[src/rtl/pslip_pkg.sv]
// pslip_pkg: shared sizes, types and FSM states for the pSLIP output arbiter
// N        : number of input ports (requesters)
// P        : number of priority levels, value 0 of a priority field means no request
// pri_t    : priority field type
// port_idx_t : input port index type
package pslip_pkg;
    localparam int N = 16;
    localparam int P = 16;
    localparam int PW = $clog2(P);
    localparam int IW = $clog2(N);
    typedef logic [PW-1:0] pri_t;
    typedef logic [IW-1:0] port_idx_t;
    localparam pri_t PRI_NONE = '0;
    typedef enum logic {IDLE, GRANT} state_t;
endpackage

[src/rtl/pslip_rr_pick.sv]
// pslip_rr_pick: combinational round-robin first-one finder
// cand   : candidate vector
// ptr    : search start position
// onehot : one-hot winner, zero when nothing found
// idx    : winner index
// found  : at least one candidate present
module pslip_rr_pick import pslip_pkg::*; (
    input  logic [N-1:0] cand,
    input  port_idx_t    ptr,
    output logic [N-1:0] onehot,
    output port_idx_t    idx,
    output logic         found
);
    logic [2*N-1:0] d;
    always_comb begin
        // lower copy loses the bits below ptr, so the lowest set bit of d is the
        // first candidate at or after ptr, wrapping into the upper copy
        d = {cand, cand & ~((N'(1) << ptr) - N'(1))};
        found = |cand;
        idx = '0;
        for (int k = 2*N-1; k >= 0; k--)
            if (d[k]) idx = port_idx_t'(k >= N ? k - N : k);
        onehot = found ? N'(1) << idx : '0;
    end
endmodule

[src/rtl/pslip_out_arbiter.sv]
// pslip_out_arbiter: per-output-port priority grant arbiter with iSLIP pointer update
// clk, rst     : clock, synchronous active-high reset
// start        : begin one arbitration iteration (IDLE only)
// first_iter   : current iteration is iSLIP iteration 1, sampled with start
// pri_in       : N packed priority fields, field i at [i*PW +: PW], 0 = no request
// in_mask      : inputs already matched this slot, sampled with start
// grant        : one-hot grant, held until response
// grant_valid  : grant presented
// grant_pri    : priority of granted request
// resp_valid   : accept arbiter response strobe
// resp_accept  : grant accepted when set, qualified by resp_valid
// no_req       : one-cycle pulse when start found nothing eligible
// busy         : not IDLE
// rr_ptr       : round-robin pointer
module pslip_out_arbiter import pslip_pkg::*; (
    input  logic            clk,
    input  logic            rst,
    input  logic            start,
    input  logic            first_iter,
    input  logic [N*PW-1:0] pri_in,
    input  logic [N-1:0]    in_mask,
    output logic [N-1:0]    grant,
    output logic            grant_valid,
    output pri_t            grant_pri,
    input  logic            resp_valid,
    input  logic            resp_accept,
    output logic            no_req,
    output logic            busy,
    output port_idx_t       rr_ptr
);
    state_t state, state_n;
    logic [N-1:0] elig, cand, onehot;
    pri_t pmax;
    port_idx_t widx, win_q;
    logic found, fi_q;
    always_comb begin
        elig = '0;
        pmax = PRI_NONE;
        for (int i = 0; i < N; i++) begin
            elig[i] = pri_in[i*PW +: PW] != PRI_NONE && !in_mask[i];
            if (elig[i] && pri_in[i*PW +: PW] > pmax) pmax = pri_in[i*PW +: PW];
        end
    end
    always_comb begin
        cand = '0;
        for (int i = 0; i < N; i++)
            cand[i] = elig[i] && pri_in[i*PW +: PW] == pmax;
    end
    pslip_rr_pick u_pick (
        .cand   (cand),
        .ptr    (rr_ptr),
        .onehot (onehot),
        .idx    (widx),
        .found  (found)
    );
    always_comb begin
        state_n = state;
        state_n = (state == IDLE) ? ((start && found) ? GRANT : IDLE)
                                  : (resp_valid ? IDLE : GRANT);
    end
    always_ff @(posedge clk)
        state <= rst ? IDLE : state_n;
    always_ff @(posedge clk) begin
        if (rst) begin
            grant       <= '0;
            grant_valid <= 1'b0;
            grant_pri   <= PRI_NONE;
            no_req      <= 1'b0;
            rr_ptr      <= '0;
            fi_q        <= 1'b0;
            win_q       <= '0;
        end else begin
            no_req <= state == IDLE && start && !found;
            if (state == IDLE && start && found) begin
                grant       <= onehot;
                grant_valid <= 1'b1;
                grant_pri   <= pmax;
                fi_q        <= first_iter;
                win_q       <= widx;
            end
            if (state == GRANT && resp_valid) begin
                grant       <= '0;
                grant_valid <= 1'b0;
                grant_pri   <= PRI_NONE;
                // only an accepted first-iteration grant moves the pointer past the winner
                if (resp_accept && fi_q)
                    rr_ptr <= (win_q == port_idx_t'(N-1)) ? '0 : win_q + 1'b1;
            end
        end
    end
    assign busy = state != IDLE;
endmodule

[config.mk]
export PLATFORM = sky130hd
export DESIGN_NAME = pslip_out_arbiter
export DESIGN_NICKNAME = d
export VERILOG_FILES = /design/src/rtl/pslip_pkg.sv /design/src/rtl/pslip_rr_pick.sv /design/src/rtl/pslip_out_arbiter.sv
export SDC_FILE = /design/constraint.sdc
export NUM_CORES = 1
export LEC_CHECK = 0
export BUFFER_PORTS_ARGS = -buffer_cell sky130_fd_sc_hd__buf_2
export CAP_MARGIN = 5
export CORE_ASPECT_RATIO = 0.9
export CORE_MARGIN = 1
export CORE_UTILIZATION = 37
export CTS_CLUSTER_DIAMETER = 200
export DETAILED_ROUTE_END_ITERATION = 8
export PLACE_DENSITY_LB_ADDON = 0.3
export SLEW_MARGIN = 0
export SYNTH_ARGS = -nofsm -noshare
export SYNTH_HDL_FRONTEND = slang
export SYNTH_SLANG_ARGS = --single-unit
[constraint.sdc]
create_clock -name clk -period 29.1 [get_ports clk]
set_input_delay 4.365 -clock clk [delete_from_list [all_inputs] [get_ports clk]]
set_output_delay 4.365 -clock clk [all_outputs]
set_load 0.02 [all_outputs]
==> results.md <==
* Status: completed
* DRT Wirelength at 24.3 mm
* Antenna cell count at 0
* Core footprint at 17,900 um2
* Hold Crit Class: flip-flop to flip-flop
* Area grow syn2layout at 43.2%
* Clock sink total at 32
* Post-synth cell types at 115
* Pre-CTS WS at -0.805 ns
* Die area at 19,200 um2
* Total global routing overflow at 0
* Sequential fraction of the synthesis area at 0.0929
* Syn nets at 1,074
* EDFF count, synth at 0
* Share of cells above drive strength 1 at 0.403
* Via density at 5.82
* FF+latch count, synth at 32
* Synthesized area at 6890 um2
* Max-cap violations at 0
* Row count at 46
* Final Cycle Share at 0.976
* Slew Limit Fails at 0
* Worst-Margin Slew at 1.11 ns
* Slew HR at 0.251
* Post-layout util at 0.552
* CTS clock-pin slew for the worst setup and hold paths at 0.05 ns
* CP max stage cell: or4_4
* Max Freq at 35.2 MHz
* CTS Buffer Depth at 2
* GRT Util Overall at 0.221
* Mean Syn Cell Area at 7.24 um2
* DR iter-0 viols at 541
* CTS Buf Count at 5
* Ports at 113
* Worst path required time at 29.28 ns
* H-tree depth at 2
* GPL Wtd Cong at 0.903
* Worst-case clock skew at 0.00480 ns
* Clk_lat worst skew at 0.27 ns
* CP max FO at 8
* CP most frequent cell: ha_4
* CP Class: primary input to flip-flop
* Drc violations at 0
* Endpoints failing setup at 0
* Commonest non-fill, non-tap cell in the layout: buf_4
* Initial antenna violation count at 0
* CTS tree: done
* First-pass GRT wire length at 35.8 mm
* Final Hold Viols at 0
* Die width at 146 um
* CP Launch Type: primary input
* Post-DP HPWL at 17.6 mm
* Top FF cell, synth: dfxtp_1
* Largest net degree at the start of global routing at 20
* Type of element capturing the critical path: flip-flop
* Die Ht at 131 um
* Initial Util at 0.385
* Clock root buffer: clkbuf_16
* Synthesis warning total at 0
* Final worst slack at 0.703 ns
* Post-synth ARST share at 0
* Most frequent cells in the layout: 142 x buf_4, 111 x buf_2, 83 x nand2_1, 75 x nor2_1, 54 x inv_1
* Vias in the first global route at 7,196
* Final min period at 28.40 ns
* Slowest cell delay on critical path at 0.46 ns
* Cell count after synthesis at 952
* Critical Path AT at 28.58 ns
* Via count at 8,260
* DRT antenna net count at 0
* Wire per inst at 17.1 um
* Port bufs at 112
* First-pass DRT Iterations at 5
* Final Net Count at 1,302
==> worst paths after layout <==
check                                 start          end  slack, ns  cells past startpoint
worst max-delay path             in_mask[0]     grant[0]       0.70                    131
worst min-delay path            grant_valid  grant_valid       0.48                      2
worst max register to register    rr_ptr[3]    grant[13]      25.12                     14
worst min register to register  grant_valid  grant_valid       0.48                      2
==> cells in the mapped netlist, types with 9 or more instances <==
master / instances / area [um2]
nand2_1: 88 / 330
nor2_1: 86 / 323
inv_1: 59 / 221
xnor2_1: 54 / 473
a21oi_1: 41 / 205
nand3_1: 38 / 190
ha_1: 36 / 450
clkbuf_1: 34 / 128
o21ai_0: 33 / 165
dfxtp_1: 32 / 641
mux2i_1: 27 / 270
and2_1: 24 / 150
o211ai_1: 19 / 143
nor4_1: 18 / 113
nor3_1: 17 / 85.1
nor2b_1: 16 / 100
o32ai_1: 16 / 140
xor2_1: 15 / 131
nand2b_1: 14 / 87.6
a31oi_1: 12 / 75.1
nand4_1: 12 / 75.1
mux2_2: 11 / 124
o21a_1: 9 / 67.6
==> critical path: cells and delay by family <==
kind,cells,cell delay (ns)
compound gates,40,8.15
simple gates,50,8.12
fa+ha+maj,17,3.98
mux,7,2.17
buf+inv,16,1.71
xor+xnor,1,0.07
==> what timing repair did <==
item / in CTS / in global routing
pin swaps: 9 / 91
endpoints found under the setup margin: 28 / 28
gates cloned: 0 / 2
hold buffers: 0 / 0
gates resized for setup: 14 / 140
buffers inserted: 11 / 58
endpoints found under the hold margin: 0 / 0
==> layout make-up <==
class	instances	area, um2
fillers	1662	8020
multi-input cells	812	6720
repair buffers	269	1850
flip-flops and latches	32	641
well taps	240	300
inverters	60	228
clock buffers	5	125
clock inverters	2	12.5
==> sequential cells by signal, indices dropped and copies added, names as in the netlist <==
name,cells
grant_pri,4
grant,16
win_q,4
fi_q,1
rr_ptr,4
no_req,1
grant_valid,1
busy,1
==> cells by family after synthesis <==
logic type / after synthesis / share of synthesized area
simple gates: 389 / 0.301
buf+inv: 108 / 0.0673
mux: 43 / 0.0681
flops: 32 / 0.0929
xor+xnor: 69 / 0.0877
fa+ha+maj: 38 / 0.0684
compound gates: 273 / 0.315
==> routing by layer <==
metal / global-route usage / wire, um
met4: 0.0333 / 277
met5: 0 / 0
met1: 0.323 / 11500
met3: 0.0156 / 1260
met2: 0.358 / 11300
==> metrics by stage <==
| stage | hold WS, ns | std cells | instance area, um2 | TNS (ns) |
|---|---|---|---|---|
| after floorplan | 0.460 | 952 | 7110 | 0 |
| after global placement | 0.454 | 1342 | 8380 | -11.65 |
| after detailed placement | 0.464 | 1342 | 8380 | -18.61 |
| after CTS | 0.474 | 1360 | 8680 | 0 |
| after global routing | 0.498 | 1420 | 9880 | -7.10 |
| final | 0.476 | 1420 | 9880 | 0 |
Power is not shown: default switching activity piles up to over one toggle a cycle in this logic, so the estimate is an artifact.
